**src/rtl/wb_pkg.sv**
```systemverilog
// wb_pkg: shared constants for the write-back stage.
//   - XLEN_DEFAULT : datapath width (only 32 is supported)
//   - WB_SEL_*     : write-back source select codes
//   - F3_*         : load funct3 width/sign codes
package wb_pkg;

   localparam int XLEN_DEFAULT = 32;

   localparam logic [1:0] WB_SEL_ALU = 2'b00;
   localparam logic [1:0] WB_SEL_MEM = 2'b01;
   localparam logic [1:0] WB_SEL_PC4 = 2'b10;
   localparam logic [1:0] WB_SEL_IMM = 2'b11;

   localparam logic [2:0] F3_LB  = 3'b000;
   localparam logic [2:0] F3_LH  = 3'b001;
   localparam logic [2:0] F3_LW  = 3'b010;
   localparam logic [2:0] F3_LBU = 3'b100;
   localparam logic [2:0] F3_LHU = 3'b101;

endpackage

```
**src/rtl/load_extender.sv**
```systemverilog
// load_extender: combinational load-data lane extraction and extension.
// Ports:
//   rdata      in  XLEN  aligned data-memory word
//   addr_lo    in  2     byte offset of the load address
//   funct3     in  3     load width/sign code
//   data       out XLEN  extracted and extended load value
//   misaligned out 1     halfword on odd offset, or word on nonzero offset
// Reserved funct3 codes (011/110/111) pass the raw word and never fault.
module load_extender
   import wb_pkg::*;
#(
   parameter int XLEN = XLEN_DEFAULT
) (
   input  logic [XLEN-1:0] rdata,
   input  logic [1:0]      addr_lo,
   input  logic [2:0]      funct3,
   output logic [XLEN-1:0] data,
   output logic            misaligned
);

   logic [7:0]  byte_lane;
   logic [15:0] half_lane;

   // Low bits of (rdata >> 8*addr_lo); the shift zero-fills from the top,
   // so the offset-3 halfword only has one real byte.
   always_comb begin
      byte_lane = rdata[7:0];
      half_lane = rdata[15:0];
      case (addr_lo)
         2'd0: begin byte_lane = rdata[7:0];   half_lane = rdata[15:0];          end
         2'd1: begin byte_lane = rdata[15:8];  half_lane = rdata[23:8];          end
         2'd2: begin byte_lane = rdata[23:16]; half_lane = rdata[31:16];         end
         default: begin byte_lane = rdata[31:24]; half_lane = {8'h00, rdata[31:24]}; end
      endcase
   end

   always_comb begin
      data       = rdata;
      misaligned = 1'b0;
      case (funct3)
         F3_LB:  data = {{(XLEN-8){byte_lane[7]}}, byte_lane};
         F3_LBU: data = {{(XLEN-8){1'b0}}, byte_lane};
         F3_LH: begin
            data       = {{(XLEN-16){half_lane[15]}}, half_lane};
            misaligned = addr_lo[0];
         end
         F3_LHU: begin
            data       = {{(XLEN-16){1'b0}}, half_lane};
            misaligned = addr_lo[0];
         end
         F3_LW: begin
            data       = rdata;
            misaligned = (addr_lo != 2'b00);
         end
         default: begin
            data       = rdata;
            misaligned = 1'b0;
         end
      endcase
   end

endmodule

```
**src/rtl/writeback_stage.sv**
```systemverilog
// writeback_stage: MEM/WB pipeline register plus write-back source mux
// feeding the RegisterFile write port directly.
// Ports:
//   clk, reset          clock; asynchronous active-high reset
//   stall, flush        hold contents / load a bubble (flush wins)
//   in_*                instruction fields from the MEM stage
//   rd, write_data,     registered RegisterFile write port
//   reg_write
//   wb_valid            stage holds a valid instruction
//   misaligned          registered misaligned-load flag
//   retired_count       64-bit retired-instruction counter, present only
//                       when WB_RETIRE_COUNT_EN is defined
// Writes to x0 and misaligned loads never assert reg_write.
module writeback_stage
   import wb_pkg::*;
#(
   parameter int XLEN = XLEN_DEFAULT
) (
   input  logic            clk,
   input  logic            reset,
   input  logic            stall,
   input  logic            flush,
   input  logic            in_valid,
   input  logic [4:0]      in_rd,
   input  logic            in_reg_write,
   input  logic [1:0]      in_wb_sel,
   input  logic [2:0]      in_funct3,
   input  logic [1:0]      in_addr_lo,
   input  logic [XLEN-1:0] in_alu_result,
   input  logic [XLEN-1:0] in_mem_rdata,
   input  logic [XLEN-1:0] in_pc_plus4,
   input  logic [XLEN-1:0] in_imm,
   output logic [4:0]      rd,
   output logic [XLEN-1:0] write_data,
   output logic            reg_write,
   output logic            wb_valid,
   output logic            misaligned
`ifdef WB_RETIRE_COUNT_EN
   ,
   output logic [63:0]     retired_count
`endif
);

   logic [XLEN-1:0] load_data;
   logic            load_misaligned;
   logic            is_load;
   logic            fault_next;
   logic [XLEN-1:0] write_data_next;
   logic            reg_write_next;

   logic [4:0]      rd_reg;
   logic [XLEN-1:0] write_data_reg;
   logic            reg_write_reg;
   logic            wb_valid_reg;
   logic            misaligned_reg;

   load_extender #(.XLEN(XLEN)) u_load_extender (
      .rdata      (in_mem_rdata),
      .addr_lo    (in_addr_lo),
      .funct3     (in_funct3),
      .data       (load_data),
      .misaligned (load_misaligned)
   );

   // The extender's fault only matters for instructions that are loads.
   assign is_load    = (in_wb_sel == WB_SEL_MEM);
   assign fault_next = is_load & load_misaligned;

   always_comb begin
      write_data_next = in_alu_result;
      case (in_wb_sel)
         WB_SEL_ALU: write_data_next = in_alu_result;
         WB_SEL_MEM: write_data_next = load_data;
         WB_SEL_PC4: write_data_next = in_pc_plus4;
         default:    write_data_next = in_imm;
      endcase
   end

   assign reg_write_next = in_valid & in_reg_write & (in_rd != 5'd0) & ~fault_next;

   always_ff @(posedge clk or posedge reset) begin
      if (reset) begin
         rd_reg         <= '0;
         write_data_reg <= '0;
         reg_write_reg  <= 1'b0;
         wb_valid_reg   <= 1'b0;
         misaligned_reg <= 1'b0;
      end else if (flush) begin
         rd_reg         <= '0;
         write_data_reg <= '0;
         reg_write_reg  <= 1'b0;
         wb_valid_reg   <= 1'b0;
         misaligned_reg <= 1'b0;
      end else if (!stall) begin
         // write_data and rd are captured even for non-writing entries so
         // the last value stays visible when debugging.
         rd_reg         <= in_rd;
         write_data_reg <= write_data_next;
         reg_write_reg  <= reg_write_next;
         wb_valid_reg   <= in_valid;
         misaligned_reg <= in_valid & fault_next;
      end
   end

   assign rd         = rd_reg;
   assign write_data = write_data_reg;
   assign reg_write  = reg_write_reg;
   assign wb_valid   = wb_valid_reg;
   assign misaligned = misaligned_reg;

`ifdef WB_RETIRE_COUNT_EN
   logic [63:0] retired_count_reg;

   // Counts every valid entry loaded, including faulting or non-writing
   // ones; natural 64-bit wrap.
   always_ff @(posedge clk or posedge reset) begin
      if (reset) begin
         retired_count_reg <= '0;
      end else if (!flush && !stall && in_valid) begin
         retired_count_reg <= retired_count_reg + 64'd1;
      end
   end

   assign retired_count = retired_count_reg;
`endif

endmodule

```
**config.mk**
```make
export PLATFORM = sky130hd
export DESIGN_NAME = writeback_stage
export DESIGN_NICKNAME = d
export VERILOG_FILES = /design/src/rtl/wb_pkg.sv /design/src/rtl/load_extender.sv /design/src/rtl/writeback_stage.sv
export SDC_FILE = /design/constraint.sdc
export NUM_CORES = 1
export LEC_CHECK = 0
export CORE_ASPECT_RATIO = 0.9
export CORE_MARGIN = 5
export CORE_UTILIZATION = 37
export CTS_CLUSTER_DIAMETER = 150
export CTS_CLUSTER_SIZE = 14
export DETAILED_ROUTE_END_ITERATION = 8
export GPL_TIMING_DRIVEN = 0
export HOLD_SLACK_MARGIN = 0.1
export PLACE_DENSITY = 0.81
export SYNTH_ARGS = -nofsm -noshare
export SYNTH_HDL_FRONTEND = slang
export SYNTH_SLANG_ARGS = --single-unit
export TNS_END_PERCENT = 30
```
**constraint.sdc**
```tcl
create_clock -name clk -period 1.57 [get_ports clk]
set_input_delay 0.314 -clock clk [delete_from_list [all_inputs] [get_ports clk]]
set_output_delay 0.314 -clock clk [all_outputs]
set_load 0.02 [all_outputs]
```
==> results.cfg <==
[die]
rows = 30
core_mm2 = 0.00766
die_width_um = 104
io_pins = 186
die_h_um = 94.7
initial_utilization_pct = 38.5
dieArea_mm2 = 0.00986

[worst_setup_path]
reg2reg_to = write_data[17]
cp_cell_sequence = dlygate4sd2_1, mux4_2, a21o_4, a221oi_4, o21ai_1
cp_max_fo = 7
crit_type = input pin to register
r2r_slack_ns = 0.64
slowest_delay_ns = 0.51
rr_worst_depth = 2
path_buf_inv = 1
worstPathArrival_ns = 1.74
slowest_stage = mux4_2
r2r_start = write_data[17]
cp-start-kind = input pin
endpoint_kind = register
crit_family = compound AO/OA/AOI/OAI gates
required_ns = 1.75

[clock_network]
clkTransAtPathRegs_ns = 0.09
h-tree-depth = 2
cts_buffer_depth = 2
tritoncts = done
cts-root-buf = clkbuf_8
clk_latency_ns = 0.30
numCtsBuffers = 5
cts_hold_buf = 0
cts_sinks = 40

[yosys]
synth_cell_types = 42
syn_nets = 457
synth_top_family_by_area = compound AO/OA/AOI/OAI gates
synth_top_area_share_pct = 33.9
synth.mux.area_fraction_pct = 17.4
ys_top_cells_by_area = dfrtp_1 34%, mux2_2 8.8%, mux2i_1 7.8%, a22o_1 6.8%, a222oi_1 5.4%
synth-seq-cells = 40
synth_seq_area_share_pct = 33.9
yosysTopAreaCell = dfrtp_1
synth_warnings = 0
synth_xor_area_share_pct = 0
syn_inst = 311
synth_area_mm2 = 0.00295
avgSynthCellArea_um2 = 9.48
synth_compound_area_share_pct = 30.7
yosys.area_share.simple_pct = 12.2
synth_fa_ha_area_share_pct = 0

[sta]
slew_headroom_pct = 41.4
finalClockSkew_ns = 0
hold_viol = 0
post-route-period-util_pct = 99.2
layout_setup_ws_ns = 0.0132
hold_slack_ns = 0.372
tightestPinTransition_ns = 0.877
setup_viol_count_final = 0
fmax_mhz = 642
layout_min_cycle_time_ns = 1.56
rsz0062_at_grt = true
report.final.slew_viol_count = 0

[grt]
grt.overflow.total = 0
grt_pass1_vias = 3744
antenna_found_initial = 0
grt_pass1_wl_um = 20100
grt_max_degree = 41
grt_use_total_pct = 25.3

[route]
vias = 3561
drc = 0
wire_per_inst_um = 21.1
antenna_left = 0
firstDrtPassIters = 6
via_per_inst = 5.93
wirelength_um = 12700
drt_iter0_drc = 266

[power]
pwr_density_cell_mw_per_mm2 = 600
power_mw = 3.06
ir_worst_vdd_mv = 0.325
p_leak_nw = 2.31

[worst_hold_path]
hold-path-cell-count = 3
hp-start = in_mem_rdata[23]
min_to = write_data[23]
min_path_type = input pin to register

[place]
pre_cts_ws_ns = -1.04
dpl_cell_area_mm2 = 0.00488
place.gp.congestion = 0.981
hpwl_um = 9940
io_buffer_count = 181

[final_layout]
mostFrequentLayoutCell = clkdlybuf4s50_1
area.growth.synth_to_final_pct = 73.1
design_area_mm2 = 0.00510
num_antenna_cells = 0
final_cell_mix = 133 x clkdlybuf4s50_1, 43 x dlygate4sd2_1, 40 x dfrtp_1
largest_reg_flops = 32
nets = 650
final_layout_size_suffix_gt1_share_pct = 14.9

[outcome]
status = finished clean

[run]
drv_cap = 0
-- power breakdown --
part           leakage [nW]  switching, mW  total, mW  internal [mW]
registers             0.534         0.0370       1.14           1.10
logic                  1.73          0.540       1.17          0.632
clock network        0.0445          0.392      0.750          0.358
total                  2.31          0.969       3.06           2.09
-- per-layer routing --
metal  track usage [%]  vias up  wire length [µm]
met5                 0        -                 0
met4              6.90        0               231
met3              6.56       23              1110
met2              43.0      193              6140
met1              32.0     1723              5180
li1                  -     1622                 -
-- logic make-up after synthesis --
kind of cell,after synthesis
and+or+nand+nor,75
muxes,47
DFF,40
AOI/OAI and AO/OA,114
buffers and inverters,35
-- cells in the mapped netlist, drive strengths merged --
cell type / instances
a211oi: 1
a21o: 2
a21oi: 8
a221oi: 9
a222oi: 16
a22o: 23
a22oi: 2
a2bb2oi: 7
a31oi: 1
a32o: 2
a32oi: 8
and2: 1
buf: 19
clkbuf: 13
dfrtp: 40
inv: 3
mux2: 23
mux2i: 23
mux4: 1
nand2: 33
nand2b: 5
nand3: 1
nand3b: 2
nand4: 1
nor2: 18
nor2b: 8
nor3: 2
nor4: 1
nor4b: 1
o2111ai: 2
o211ai: 5
o21a: 1
o21ai: 18
o21bai: 1
o221ai: 5
o311ai: 3
or3: 1
or4: 1
-- through the flow --
| step | cells | setup TNS (ns) | util [%] |
|---|---|---|---|
| detailed placement | 588 | -27.44 | 63.7 |
| finish | 601 | 0 | 66.7 |
| floorplan | 311 | 0 | - |
| CTS | 599 | 0 | 66.6 |
| global placement | 588 | -50.55 | 63.7 |
| global route | 601 | -0.0304 | 66.7 |
-- worst max path at each step --
stage                           endpoint  depth (start not counted)  slack, ns            start
after detailed placement  write_data[11]                          7      -1.04     in_wb_sel[0]
after global placement    write_data[11]                          7      -1.02     in_wb_sel[0]
after CTS                 write_data[15]                          6      0.004            flush
final                     write_data[12]                          5       0.01  in_mem_rdata[7]
after global routing      write_data[23]                          7      -0.02     in_wb_sel[0]
after floorplan           write_data[10]                          5       0.02    in_addr_lo[0]
-- worst register-to-register path, delay by kind of cell, from the launching register on --
| family | cells | cell delay, ns |
|---|---|---|
| flip-flops | 1 | 0.38 |
| AND/OR/NAND/NOR | 1 | 0.09 |
| AO/OA/AOI/OAI | 1 | 0.34 |
-- cell type report --
type	count	area, µm²
Tap cell	96	120
Buffer	32	199
Timing Repair Buffer	186	1780
Clock buffer	7	86.3
Clock inverter	1	7.51
Inverter	3	11.3
Fill cell	653	2550
Multi-Input combinational cell	236	1890
Sequential cell	40	1000
-- repair_timing --
item	CTS	global route
setup buffers	3	2
pin swaps	4	2
gates resized for setup	84	5
setup endpoints to repair	73	25
No activity file was read; power rests on OpenSTA's default activity.
